<file path="src/rtl/mem_arbiter.sv">
// Shares one TLB port and one physical bus between instruction fetch and data
// access, with round-robin arbitration, bus timeout and pipeline-flush handling.
module mem_arbiter #(
    parameter int unsigned BUS_TIMEOUT = 255
) (
    input  logic        clk,
    input  logic        rst,

    input  logic        if_req,
    input  logic [31:0] if_addr,
    output logic [31:0] if_rdata,
    output logic        if_ack,
    output logic        if_tlbl,

    input  logic        mem_req,
    input  logic        mem_we,
    input  logic [31:0] mem_addr,
    input  logic [31:0] mem_wdata,
    input  logic [3:0]  mem_sel,
    output logic [31:0] mem_rdata,
    output logic        mem_ack,
    output logic        mem_tlbm,
    output logic        mem_tlbl,
    output logic        mem_tlbs,

    output logic [31:0] mmu_addr,
    output logic        mmu_write,
    output logic        tlb_ce,
    input  logic [31:0] tlb_addr,
    input  logic        excepttype_is_tlbm,
    input  logic        excepttype_is_tlbl,
    input  logic        excepttype_is_tlbs,

    output logic        bus_req,
    output logic        bus_we,
    output logic [31:0] bus_addr,
    output logic [31:0] bus_wdata,
    output logic [3:0]  bus_sel,
    input  logic [31:0] bus_rdata,
    input  logic        bus_ack,

    input  logic        flush,
    output logic        bus_err,
    output logic        stallreq_if,
    output logic        stallreq_mem
);

    localparam int unsigned   CW       = (BUS_TIMEOUT > 2) ? $clog2(BUS_TIMEOUT) : 1;
    localparam logic [CW-1:0] CNT_LAST = CW'(BUS_TIMEOUT - 1);

    typedef enum logic [1:0] {IDLE, BUS, RESP, DRAIN} state_t;

    state_t        state_q, state_d;
    logic          last_data_q, last_data_d;   // 1: most recent grant went to the data side
    logic          side_data_q, side_data_d;   // side currently being served
    logic [CW-1:0] cnt_q, cnt_d;
    logic          bus_req_q, bus_req_d;
    logic          bus_we_q, bus_we_d;
    logic [31:0]   bus_addr_q, bus_addr_d;
    logic [31:0]   bus_wdata_q, bus_wdata_d;
    logic [3:0]    bus_sel_q, bus_sel_d;
    logic [31:0]   if_rdata_q, if_rdata_d;
    logic [31:0]   mem_rdata_q, mem_rdata_d;
    logic          if_tlbl_q, if_tlbl_d;
    logic          tlbm_q, tlbm_d;
    logic          tlbl_q, tlbl_d;
    logic          tlbs_q, tlbs_d;
    logic          err_q, err_d;

    logic          grant;
    logic          grant_data;
    logic          exc_any;
    logic          timeout;
    logic          resp_live;

    always_comb begin
        state_d     = state_q;
        last_data_d = last_data_q;
        side_data_d = side_data_q;
        cnt_d       = cnt_q;
        bus_req_d   = bus_req_q;
        bus_we_d    = bus_we_q;
        bus_addr_d  = bus_addr_q;
        bus_wdata_d = bus_wdata_q;
        bus_sel_d   = bus_sel_q;
        if_rdata_d  = if_rdata_q;
        mem_rdata_d = mem_rdata_q;
        if_tlbl_d   = if_tlbl_q;
        tlbm_d      = tlbm_q;
        tlbl_d      = tlbl_q;
        tlbs_d      = tlbs_q;
        err_d       = err_q;
        tlb_ce      = 1'b0;
        mmu_addr    = '0;
        mmu_write   = 1'b0;
        grant       = 1'b0;
        exc_any     = excepttype_is_tlbm | excepttype_is_tlbl | excepttype_is_tlbs;
        // On contention the side that did not win last time gets the grant
        grant_data  = mem_req & (~if_req | ~last_data_q);
        timeout     = (cnt_q == CNT_LAST);

        unique case (state_q)
            IDLE: begin
                grant = ~flush & (if_req | mem_req);
                if (grant) begin
                    tlb_ce      = 1'b1;
                    mmu_addr    = grant_data ? mem_addr : if_addr;
                    mmu_write   = grant_data & mem_we;
                    last_data_d = grant_data;
                    side_data_d = grant_data;
                    if (exc_any) begin
                        state_d   = RESP;
                        err_d     = 1'b0;
                        if_tlbl_d = ~grant_data & excepttype_is_tlbl;
                        tlbm_d    = grant_data & excepttype_is_tlbm;
                        tlbl_d    = grant_data & excepttype_is_tlbl;
                        tlbs_d    = grant_data & excepttype_is_tlbs;
                        if (grant_data) mem_rdata_d = '0;
                        else            if_rdata_d  = '0;
                    end else begin
                        state_d     = BUS;
                        cnt_d       = '0;
                        bus_req_d   = 1'b1;
                        bus_addr_d  = tlb_addr;
                        bus_we_d    = grant_data & mem_we;
                        bus_wdata_d = grant_data ? mem_wdata : '0;
                        bus_sel_d   = grant_data ? mem_sel : 4'hF;
                    end
                end
            end
            BUS: begin
                if (bus_ack) begin
                    bus_req_d = 1'b0;
                    if (flush) begin
                        state_d = IDLE;
                    end else begin
                        state_d   = RESP;
                        err_d     = 1'b0;
                        if_tlbl_d = 1'b0;
                        tlbm_d    = 1'b0;
                        tlbl_d    = 1'b0;
                        tlbs_d    = 1'b0;
                        if (side_data_q) mem_rdata_d = bus_rdata;
                        else             if_rdata_d  = bus_rdata;
                    end
                end else if (flush) begin
                    state_d = DRAIN;
                    cnt_d   = '0;
                end else if (timeout) begin
                    bus_req_d = 1'b0;
                    state_d   = RESP;
                    err_d     = 1'b1;
                    if_tlbl_d = 1'b0;
                    tlbm_d    = 1'b0;
                    tlbl_d    = 1'b0;
                    tlbs_d    = 1'b0;
                    if (side_data_q) mem_rdata_d = '0;
                    else             if_rdata_d  = '0;
                end else begin
                    cnt_d = cnt_q + 1'b1;
                end
            end
            DRAIN: begin
                if (bus_ack | timeout) begin
                    bus_req_d = 1'b0;
                    state_d   = IDLE;
                end else begin
                    cnt_d = cnt_q + 1'b1;
                end
            end
            RESP: begin
                state_d = IDLE;
            end
            default: begin
                state_d = IDLE;
            end
        endcase
    end

    always_ff @(posedge clk) begin
        if (!rst) begin
            state_q     <= IDLE;
            last_data_q <= 1'b0;
            side_data_q <= 1'b0;
            cnt_q       <= '0;
            bus_req_q   <= 1'b0;
            bus_we_q    <= 1'b0;
            bus_addr_q  <= '0;
            bus_wdata_q <= '0;
            bus_sel_q   <= '0;
            if_rdata_q  <= '0;
            mem_rdata_q <= '0;
            if_tlbl_q   <= 1'b0;
            tlbm_q      <= 1'b0;
            tlbl_q      <= 1'b0;
            tlbs_q      <= 1'b0;
            err_q       <= 1'b0;
        end else begin
            state_q     <= state_d;
            last_data_q <= last_data_d;
            side_data_q <= side_data_d;
            cnt_q       <= cnt_d;
            bus_req_q   <= bus_req_d;
            bus_we_q    <= bus_we_d;
            bus_addr_q  <= bus_addr_d;
            bus_wdata_q <= bus_wdata_d;
            bus_sel_q   <= bus_sel_d;
            if_rdata_q  <= if_rdata_d;
            mem_rdata_q <= mem_rdata_d;
            if_tlbl_q   <= if_tlbl_d;
            tlbm_q      <= tlbm_d;
            tlbl_q      <= tlbl_d;
            tlbs_q      <= tlbs_d;
            err_q       <= err_d;
        end
    end

    // Response pulses are gated by flush in the same cycle so a flushed RESP is silent
    assign resp_live    = (state_q == RESP) & ~flush;
    assign if_ack       = resp_live & ~side_data_q;
    assign mem_ack      = resp_live & side_data_q;
    assign if_tlbl      = resp_live & if_tlbl_q;
    assign mem_tlbm     = resp_live & tlbm_q;
    assign mem_tlbl     = resp_live & tlbl_q;
    assign mem_tlbs     = resp_live & tlbs_q;
    assign bus_err      = resp_live & err_q;
    assign if_rdata     = if_rdata_q;
    assign mem_rdata    = mem_rdata_q;

    assign bus_req      = bus_req_q;
    assign bus_we       = bus_we_q;
    assign bus_addr     = bus_addr_q;
    assign bus_wdata    = bus_wdata_q;
    assign bus_sel      = bus_sel_q;

    assign stallreq_if  = if_req & ~if_ack;
    assign stallreq_mem = mem_req & ~mem_ack;

endmodule

</file>
<file path="config.mk">
export PLATFORM = sky130hd
export DESIGN_NAME = mem_arbiter
export DESIGN_NICKNAME = d
export VERILOG_FILES = /design/src/rtl/mem_arbiter.sv
export SDC_FILE = /design/constraint.sdc
export NUM_CORES = 1
export LEC_CHECK = 0
export ABC_CLOCK_PERIOD_IN_PS = 3700
export BUFFER_PORTS_ARGS = -buffer_cell sky130_fd_sc_hd__buf_2
export CORE_MARGIN = 10
export CORE_UTILIZATION = 23
export DETAILED_ROUTE_END_ITERATION = 10
export GPL_ROUTABILITY_DRIVEN = 0
export HOLD_SLACK_MARGIN = 0.1
export SYNTH_ARGS = -nofsm -noshare
export SYNTH_HDL_FRONTEND = slang
export SYNTH_SLANG_ARGS = --single-unit
export TNS_END_PERCENT = 30
</file>
<file path="constraint.sdc">
create_clock -name clk -period 3.7 [get_ports clk]
set_input_delay 1.11 -clock clk [delete_from_list [all_inputs] [get_ports clk]]
set_output_delay 1.11 -clock clk [all_outputs]
set_load 0.005 [all_outputs]
</file>
==> results of run 1 <==
## per-stage QoR
stage,power [mW],cell area (µm²)
after detailed placement,2.05,8360
final,3.89,8990
after floorplan,1.86,6280
after CTS,3.97,8990
after global routing,4.06,8990
after global placement,2.05,8360
## routing by layer
metal,up-vias,GRT usage (%),wire length [µm]
met5,-,0,32
met4,4,4.36,378
met3,23,5.84,2800
met2,270,23.0,11800
met1,3028,14.8,9690
li1,3266,-,-
## cells in the mapped netlist, drive strengths merged
master and number:
nor2 8, o21a 2, nor3b 1, a211o 1, nand4 6, ha 2
clkinv 1, dfxtp 150, nand2 267, a21boi 1, or2 3, o2111ai 2
clkbuf 48, a21o 1, or4 1, nand2b 3, nor3 13, nor2b 6
nand3 39, and2 6, a21bo 1, o41ai 2, o211ai 3, a31oi 2
o21ai 13, o22ai 1, o221a 3, inv 4, buf 11, a311oi 1
mux2i 65, a21oi 104, o211a 2, and3 4, nor4 4, o2bb2ai 1
## registers in the layout (all words and copies together) (netlist names)
register,cells
tlbs_q,1
bus_addr,32
tlbl_q,1
bus_we,1
tlbm_q,1
bus_sel,4
state_q,2
err_q,1
mem_rdata,32
bus_wdata,32
if_rdata,32
if_tlbl_q,1
bus_req,1
cnt_q,8
side_data_q,1
## power by group through the flow
stage	Sequential [mW]	Clock [mW]	Combinational [mW]
2_1_floorplan	1.67	0	0.183
3_3_place_gp	1.68	0	0.375
3_5_place_dp	1.68	0	0.376
4_1_cts	1.64	1.96	0.377
5_1_grt	1.64	2.01	0.407
6_report	1.64	1.88	0.371
## kinds of logic (layout without fill, tap and decap cells)
group           count (synthesis)  after routing  share of synthesized area (%)
mux                            65             65                           10.4
other cells                     0              1                              0
compound gates                140            140                           12.5
simple gates                  361            361                           24.4
flops                         150            150                           47.8
fa+ha+maj                       2              2                          0.399
buf+inv                        64            399                           4.60
## area by class of cell
class | count | area (µm²)
fill | 2862 | 17900
multi-input combinational | 568 | 3010
sequential | 150 | 3000
inverter | 5 | 18.8
timing repair buffer | 362 | 1900
tap | 341 | 427
clock inverter | 15 | 205
antenna | 1 | 2.50
clock buffer | 17 | 425
## worst paths after layout
check / from / end / cells after the start
hold reg to reg: bus_wdata[0] / bus_wdata[0] / 2
setup reg to reg: state_q[0] / if_rdata[16] / 4
hold / removal: bus_wdata[0] / bus_wdata[0] / 2
setup / recovery: if_req / mmu_write / 7
## worst reg2reg max path: cells and delay by family, from the launching register on
kind	cells	cell delay (ns)
flops	1	0.67
compound gates	2	1.08
mux	1	0.33
simple gates	1	0.35
==> metrics.md, run 1 <==
| Metric | Value |
|---|---|
| Status | `complete, no violations` |
| Layout Utilization | `between 30 and 40%` |
| Yosys top cell area share | `47.8%` |
| TritonCTS clock tree | `yes` |
| MaxCap Viol Count | `0` |
| Worst VDD drop | `approximately 0.23 mV` |
| Placed cell count | `approximately 1,400` |
| Post-Syn Area | `between 6000 and 7000 µm²` |
| Bufs on Longest Clock Path | `2` |
| CTS HTree Levels | `4` |
| Die area | `34,300 µm²` |
| Wire per inst | `between 15 and 20 µm` |
| Sequential Power Share | `~42%` |
| Fraction of final layout cells sized beyond drive strength 1 | `36.7%` |
| Min Hold Slack | `about 0.45 ns` |
| Final net count | `1,280` |
| Vias in the first global route | `6,568` |
| DR DRC count | `0` |
| Clock Tree Root | `clkbuf_16` |
| Ports | `between 300 and 400` |
| Hold_buf cts | `0` |
| Switching power | `1.01 mW` |
| Vias | `about 6,600` |
| WP data arrival | `2.26 ns` |
| Clock Latency Late Sink | `between 0.4 and 0.5 ns` |
| HPWL Detailed | `roughly 19 mm` |
| DR iter-0 viols | `about 260` |
| Mapped Nets | `958` |
| Mapped Cells | `between 700 and 800` |
| Skew final | `approximately 0.014 ns` |
| # clock sinks | `150` |
| First-pass GRT wire length | `about 37 mm` |
| CP Cell Sequence | `buf_2, or2_0, nand2_1, buf_12, inv_1, and3_1, buf_2` |
| Layout Cells excl Fill | `1,459` |
| Internal power | `2.88 mW` |
| Sw frac | `25.9%` |
| Final ANT Viol Nets | `0` |
| Setup CP Type | `primary input to output port` |
| Synth cell types | `41` |
| FP Rows | `60` |
| Initial Utilization | `around a quarter` |
| Minimum clock period | `about 3.4 ns` |
| CP Capture Type | `output port` |
| Required @ worst endpoint | `about 2.6 ns` |
| Crit-path max FO | `34` |
| Relative max-transition margin | `31.0%` |
| Setup violators final | `0` |
| Initial antenna violation count | `3` |
| Synth Warn # | `0` |
| Vias/cell | `4.52` |
| Slew Viols, Final | `0` |
| Post-CTS Setup Inserts | `0` |
| Gates resized, CTS repair | `0` |
| Final WS setup | `0.332 ns` |
| Port Buf Inserts | `between 300 and 400` |
| Setup TNS | `0 ns` |
| RSZ-0062 raised after global routing | `no` |
| Tot GR Track Use | `a little over an eighth` |
| Syn_area_per_cell | `8.03 µm²` |
| Most frequent cells in the layout | `350 x buf_2, 267 x nand2_1, 150 x dfxtp_1` |
| Final Hold Violating Endpoints | `0` |
| Slowest CP cell | `or2_0` |
| Pwr/cell area | `between 400 and 500 nW/µm²` |
| Max Clock Freq | `approximately 300 MHz` |
| Buf/Inv on CP | `4` |
| Worst hold path type | `register to register` |
| Largest area contributor in the netlist | `dfxtp_1` |
| Sequential share of the synthesized area | `a little under half` |
| Largest net degree at the start of global routing | `76` |
| P&R area growth vs syn | `43.2%` |
| Core Area | `26,900 µm²` |
| Most common cell after layout, fill and taps aside | `buf_2` |
| CP Launch Type | `primary input` |
| Chip height | `between 150 and 200 µm` |
| Static Leak | `about 4.4 nW` |
| Worst slew pin tran | `between 1 and 1.5 ns` |
| Total global routing overflow | `0` |
| Most used cell, CP | `buf_2` |
| Clock buffer count from CTS | `17` |
| Comb power frac | `a little under a tenth` |
| Drt pass-1 iters | `5` |
| Chip Width | `~190 µm` |
| Clock group share of total power | `about half` |
| Reg-to-reg slack, setup | `approximately 1.2 ns` |
| Top post-synthesis cells by area | `dfxtp_1 48%, nand2_1 16%, mux2i_1 10%` |
| Pre-CTS WS | `about 0.33 ns` |
| CTS clock-pin slew for the worst setup and hold paths | `approximately 0.07 ns` |
| Tcrit/Tclk final | `between 90% and 100%` |
| Cell family with most CP delay | `simple AND/OR/NAND/NOR gates` |
| Final WL | `24.7 mm` |
| #FFs+latches synth | `150` |
| Worst path max stage delay | `0.29 ns` |
Power figures use the tool's default switching activity.
==> run 2, diff against run 1 <==
==> constraint.sdc (replaced) <==
create_clock -name clk -period 3.7 [get_ports clk]
set_input_delay 0 -clock clk [delete_from_list [all_inputs] [get_ports clk]]
set_output_delay 0 -clock clk [all_outputs]
set_load 0.005 [all_outputs]
==> run 2 against run 1 <==
Fmax rose by 25%. Clock skew fell by 0.0039 ns. Critical path type is now register to output port. Cell area rose by 11%. First-iteration DRC count rose by 5.0%. Flip-flop and latch count did not move. Largest cell class unchanged. Via count rose by 7.9%.
==> metrics.md, run 2 (same netlist as run 1, synthesis figures left out) <==
| Metric | Value |
|---|---|
| WL met3 | `~2.6 mm` |
| Largest net degree at the start of global routing | `77` |
| Vias | `around 7,100` |
| Most frequent cells in the layout | `350 x buf_2, 267 x nand2_1, 150 x dfxtp_1` |
| CTS clock-pin slew for the worst setup and hold paths | `approximately 0.060 ns` |
| Worst slew pin tran | `1.01 ns` |
| Layout Utilization | `approximately 37%` |
| HPWL Detailed | `roughly 18 mm` |
| First-pass GRT wire length | `about 38 mm` |
| Required @ worst endpoint | `3.70 ns` |
| Wire per inst | `16.3 µm` |
| Buf/Inv on CP | `2` |
| Vias in the first global route | `between 7,000 and 8,000` |
| Initial Utilization | `between 20% and 30%` |
| Worst VDD drop | `0.231 mV` |
| Slowest CP cell | `nand2_1` |
| Post-CTS Setup Inserts | `0` |
| DR iter-0 viols | `275` |
| CP Cell Sequence | `nor3_1, nand2_1, buf_4, a21oi_1, buf_2` |
| Wl on met1 | `slightly above 10 mm` |
| Fraction of final layout cells sized beyond drive strength 1 | `between 30% and 40%` |
| Worst Reg-to-Reg Cells | `4` |
| Static Leak | `between 4 and 5 nW` |
| DR DRC count | `0` |
| Reg2reg end | `if_rdata[19]` |
| Pwr/cell area | `approximately 390 nW/µm²` |
| Final net count | `about 1,400` |
| WHS Path Cells | `5` |
| Footprint of the multi-input gates | `~3000 µm²` |
| HP Start | `mem_req` |
| Met2 routed WL | `12.1 mm` |
| Status | `complete, no violations` |
| Filler cell count | `between 2,000 and 3,000` |
| Slew Viols, Final | `0` |
| Drt pass-1 iters | `5` |
| Clock Tree Root | `clkbuf_16` |
| Minimum clock period | `2.70 ns` |
| Cell family with most CP delay | `simple AND/OR/NAND/NOR gates` |
| Die area | `roughly 34,000 µm²` |
| Final WS setup | `approximately 1 ns` |
| Setup violators final | `0` |
| Relative max-transition margin | `32.6%` |
| Hold Path End | `err_q` |
| Skew final | `roughly 0.011 ns` |
| Worst hold path type | `primary input to register` |
| Port Buf Inserts | `350` |
| Clock Latency Late Sink | `about 0.42 ns` |
| Initial antenna violation count | `1` |
| Tcrit/Tclk final | `between 70% and 80%` |
| CTS HTree Levels | `4` |
| Final Hold Violating Endpoints | `0` |
| P&R area growth vs syn | `59.6%` |
| Max Clock Freq | `about 370 MHz` |
| Final WL | `25.6 mm` |
| Chip height | `between 150 and 200 µm` |
| WP data arrival | `between 2 and 3 ns` |
| CP Launch Type | `register` |
| Core Area | `26,900 µm²` |
| Setup TNS | `0 ns` |
| # clock sinks | `150` |
| TritonCTS clock tree | `yes` |
| Pre-CTS WS | `approximately 1.3 ns` |
| Setup CP Type | `register to output port` |
| Worst path max stage delay | `approximately 0.64 ns` |
| Reg-to-reg slack, setup | `about 1.2 ns` |
| Register area | `between 3000 and 4000 µm²` |
| Crit-path max FO | `27` |
| DR top layer | `met4` |
| FP Rows | `60` |
| CP Capture Type | `output port` |
| Vias/cell | `between 4 and 5` |
| Ports | `351` |
| Most common cell after layout, fill and taps aside | `buf_2` |
| Tot GR Track Use | `~14%` |
| Reg2reg start | `state_q[0]` |
| MaxCap Viol Count | `0` |
| Bufs on Longest Clock Path | `2` |
| Chip Width | `185 µm` |
| Final ANT Viol Nets | `0` |
| Clock buffer count from CTS | `17` |
| Total global routing overflow | `0` |
| RSZ-0062 raised after global routing | `no` |
[run 2: changes by cell type in the layout (fill, tap and decap cells not counted)]
| cell | before | now |
|---|---|---|
| clkbuf_8 | 0 | 1 |
| clkinvlp_4 | 0 | 1 |
| buf_4 | 7 | 10 |
| inv_8 | 1 | 5 |
| inv_6 | 7 | 2 |
| bufinv_16 | 3 | 2 |
| buf_12 | 5 | 1 |
| diode_2 | 1 | 2 |
| dlygate4sd3_1 | 0 | 109 |
[run 2: what timing repair did]
action	in CTS	in global routing
hold endpoints to repair	142	0
endpoints found under the setup margin	0	0
resized for setup	0	0
hold buffers	109	0
[run 2: area by class of cell]
class	count	area share (%)
timing repair buffer	470	29.3
tap	341	4.26
clock inverter	14	1.84
sequential	150	30.0
inverter	5	0.187
multi-input combinational	568	30.0
clock buffer	18	4.38
antenna	2	0.0499
[run 2: per-layer routing]
metal / global-route usage [%] / vias up
met2: 23.0 / 301
met4: 5.98 / 0
met3: 5.64 / 50
li1: - / 3484
met1: 15.3 / 3274
met5: 0 / -
[run 2: worst max-delay path by stage]
| stage | from | to | slack (ns) | depth (start not counted) |
|---|---|---|---|---|
| detailed placement | state_q[0] | if_rdata[3] | 1.26 | 4 |
| global placement | state_q[0] | if_rdata[13] | 1.32 | 4 |
| global route | state_q[0] | mmu_addr[31] | 0.82 | 5 |
| floorplan | state_q[0] | if_rdata[10] | 1.95 | 7 |
| finish | state_q[0] | mmu_addr[29] | 1.00 | 5 |
| CTS | state_q[0] | mmu_addr[29] | 1.0 | 5 |
[run 2: worst reg2reg max path: cells and delay by family, from the launching register on]
kind / cells / cell delay (ns)
muxes: 1 / 0.32
AOI/OAI and AO/OA: 2 / 1.03
DFF: 1 / 0.69
and+or+nand+nor: 1 / 0.37
[run 2: power by group]
part	switching (mW)	internal, mW	leakage (nW)
Combinational	0.225	0.231	3.31
Clock	0.798	1.05	0.304
Sequential	0.0109	1.63	1.21
Total	1.03	2.91	4.82
[run 2: metrics by stage]
stage | std cells | total power, mW | cell area [µm²] | hold slack (ns)
5_1_grt | 1567 | 4.10 | 10000 | 0.224
3_3_place_gp | 1425 | 2.04 | 8300 | 0.241
4_1_cts | 1566 | 4.00 | 10000 | 0.172
2_1_floorplan | 782 | 1.86 | 6280 | 0.0956
6_report | 1568 | 3.94 | 10000 | 0.198
3_5_place_dp | 1425 | 2.04 | 8300 | 0.246
==> run 3, diff against run 2 <==
Settings changed: ABC_AREA set to 1, ABC_CLOCK_PERIOD_IN_PS 3700 to 2500.
Clock period 3.7 ns to 2.5 ns, I/O delays scaled along.
==> run 3 against run 2 <==
Sequential power grew 65%. Combinational power increased to 3.3 times the previous value. Area after synthesis grew 6.9%. Cell area grew 5.3%. Setup slack got worse by 0.73 ns. Largest cell class unchanged.
==> metrics.md, run 3 <==
| Metric | Value |
|---|---|
| Vias in the first global route | `slightly below 8,000` |
| Syn_area_per_cell | `6.62 µm²` |
| CTS clock-pin slew for the worst setup and hold paths | `roughly 0.070 ns` |
| Layout Utilization | `between 30 and 40%` |
| Worst hold path type | `primary input to register` |
| Clock Latency Late Sink | `around 0.43 ns` |
| Fraction of final layout cells sized beyond drive strength 1 | `approximately 29%` |
| Yosys top cell area share | `between 40% and 50%` |
| Final net count | `approximately 1,600` |
| Most frequent cells in the layout | `349 x buf_2, 295 x nor2_1, 218 x nand2_1` |
| # clock sinks | `150` |
| Setup violators final | `0` |
| Filler cell count | `about 3,000` |
| Required @ worst endpoint | `~2.9 ns` |
| Largest area contributor in the netlist | `dfxtp_1` |
| WHS Path Cells | `5` |
| P&R area growth vs syn | `57.2%` |
| Bufs on Longest Clock Path | `2` |
| Skew final | `~0.018 ns` |
| First-pass GRT wire length | `approximately 43 mm` |
| Ports | `between 300 and 400` |
| Total global routing overflow | `0` |
| Sequential share of the synthesized area | `44.7%` |
| Die area | `roughly 36,000 µm²` |
| CP Launch Type | `primary input` |
| Setup TNS | `0 ns` |
| DP Area | `slightly below 9000 µm²` |
| Synth cell count leaders | `296 x nor2_1, 219 x nand2_1, 150 x dfxtp_1` |
| CP Capture Type | `register` |
| Tcrit/Tclk final | `89.2%` |
| Min Hold Slack | `roughly 0.25 ns` |
| Initial Utilization | `a little under a quarter` |
| Slew Viols, Final | `0` |
| Tot GR Track Use | `14.6%` |
| Initial antenna violation count | `2` |
| Synth cell types | `30` |
| Worst Reg-to-Reg Cells | `7` |
| #FFs+latches synth | `150` |
| Post-CTS Setup Inserts | `0` |
| Clock Tree Root | `clkbuf_16` |
| WP data arrival | `2.59 ns` |
| DR iter-0 viols | `488` |
| Drt pass-1 iters | `5` |
| Most common cell after layout, fill and taps aside | `buf_2` |
| DR DRC count | `0` |
| Relative max-transition margin | `a little under half` |
| Ys async rst share | `0%` |
| Setup CP Type | `primary input to register` |
| Minimum clock period | `2.23 ns` |
| HPWL Detailed | `between 20 and 25 mm` |
| Chip height | `about 190 µm` |
| EDFF count, synth | `0` |
| Post-Syn Area | `around 6700 µm²` |
| Vias/cell | `4.33` |
| Main synth FF type | `dfxtp_1` |
| Wire per inst | `15.1 µm` |
| Synth Warn # | `0` |
| Vias | `about 8,000` |
| Core Area | `approximately 29,000 µm²` |
| Mapped Cells | `between 1,000 and 1,500` |
| Most common cell in the synthesized netlist | `nor2_1` |
| Port Buf Inserts | `350` |
| TritonCTS clock tree | `yes` |
| Final ANT Viol Nets | `0` |
| Worst slew pin tran | `between 0.7 and 0.8 ns` |
| Worst VDD drop | `0.349 mV` |
| Largest net degree at the start of global routing | `72` |
| Clock buffer count from CTS | `17` |
| Status | `complete, no violations` |
| Top post-synthesis cells by area | `dfxtp_1 45%, nor2_1 17%, nand2_1 12%` |
| Static Leak | `around 5.3 nW` |
| FP Rows | `62` |
| Pwr/cell area | `about 640 nW/µm²` |
| Max Clock Freq | `448 MHz` |
| Mapped Nets | `between 1,000 and 1,500` |
| Chip Width | `~190 µm` |
| MaxCap Viol Count | `0` |
| Final Hold Violating Endpoints | `0` |
| RSZ-0062 raised after global routing | `no` |
| CTS HTree Levels | `4` |
| Crit-path max FO | `38` |
| Design Area, Final | `between 10,000 and 15,000 µm²` |
| Final WL | `approximately 28 mm` |
## run 3: cell types whose count changed in the layout (fill, tap and decap cells not counted), moves of 9 or more
cell / previous run / this run
mux2i_1: 65 / 0
o21ai_1: 0 / 15
a21oi_1: 104 / 45
nand4_1: 6 / 31
nand2_1: 267 / 218
nor2_1: 7 / 295
o21ai_0: 13 / 79
buf_4: 10 / 19
inv_1: 4 / 64
nand3_1: 38 / 16
## run 3: worst paths after layout
check | start | endpoint | slack [ns]
worst max-delay path | flush | bus_sel[0] | 0.27
worst min-delay path | if_req | side_data_q | 0.25
worst max register to register | state_q[0] | bus_sel[0] | 0.41
worst min register to register | bus_wdata[4] | bus_wdata[4] | 0.46
## run 3: cells by family after synthesis
kind of cell             count (synthesis)  share of synthesized area, %
flip-flops                             150                          44.7
AO/OA/AOI/OAI                          146                          11.1
adder cells (fa/ha/maj)                  2                         0.373
buffers and inverters                  134                          8.61
AND/OR/NAND/NOR                        582                          35.1
## run 3: what timing repair did
item | in CTS | in global routing
endpoints found under the setup margin | 0 | 1
resized for setup | 0 | 1
endpoints found under the hold margin | 149 | 0
hold buffers | 117 | 0
## run 3: area by class of cell
cell class              instances  area [µm²]  area share [%]
flip-flops and latches        150        3000            28.5
clock buffers                  17         425            4.03
well taps                     384         480            4.55
clock inverters                15         138            1.30
repair buffers                487        3090            29.3
inverters                      73         277            2.62
diodes                          1        2.50          0.0237
multi-input cells             730        3140            29.7
## run 3: report_power, final
part           switching (mW)  internal, mW  total [mW]
clock                    1.20          1.32        2.52
combinational           0.846         0.658        1.50
sequential              0.119          2.59        2.71
## run 3: through the flow
step	std cells	total power, mW	worst slack (ns)
floorplan	1014	3.52	0.842
global placement	1707	4.10	0.516
detailed placement	1707	4.12	0.455
CTS	1856	6.84	0.207
global route	1856	7.13	0.0856
finish	1857	6.73	0.269
## run 3: critical path: stages
cell and delay (ns):
dlygate4sd3_1 0.56, buf_2 0.17, inv_2 0.10, o21ai_1 0.15
nor2_1 0.14, nand2_2 0.23, inv_1 0.14, buf_6 0.28
o21ai_0 0.13, nor2_1 0.12, dlygate4sd3_1 0.56
## run 3: layer usage
| layer | up-vias | routed length [µm] | track usage (%) |
|---|---|---|---|
| li1 | 4076 | - | - |
| met1 | 3632 | 11500 | 17.1 |
| met2 | 284 | 14200 | 25.4 |
| met3 | 43 | 1790 | 3.90 |
| met4 | 2 | 573 | 4.18 |
| met5 | - | 13 | 0 |
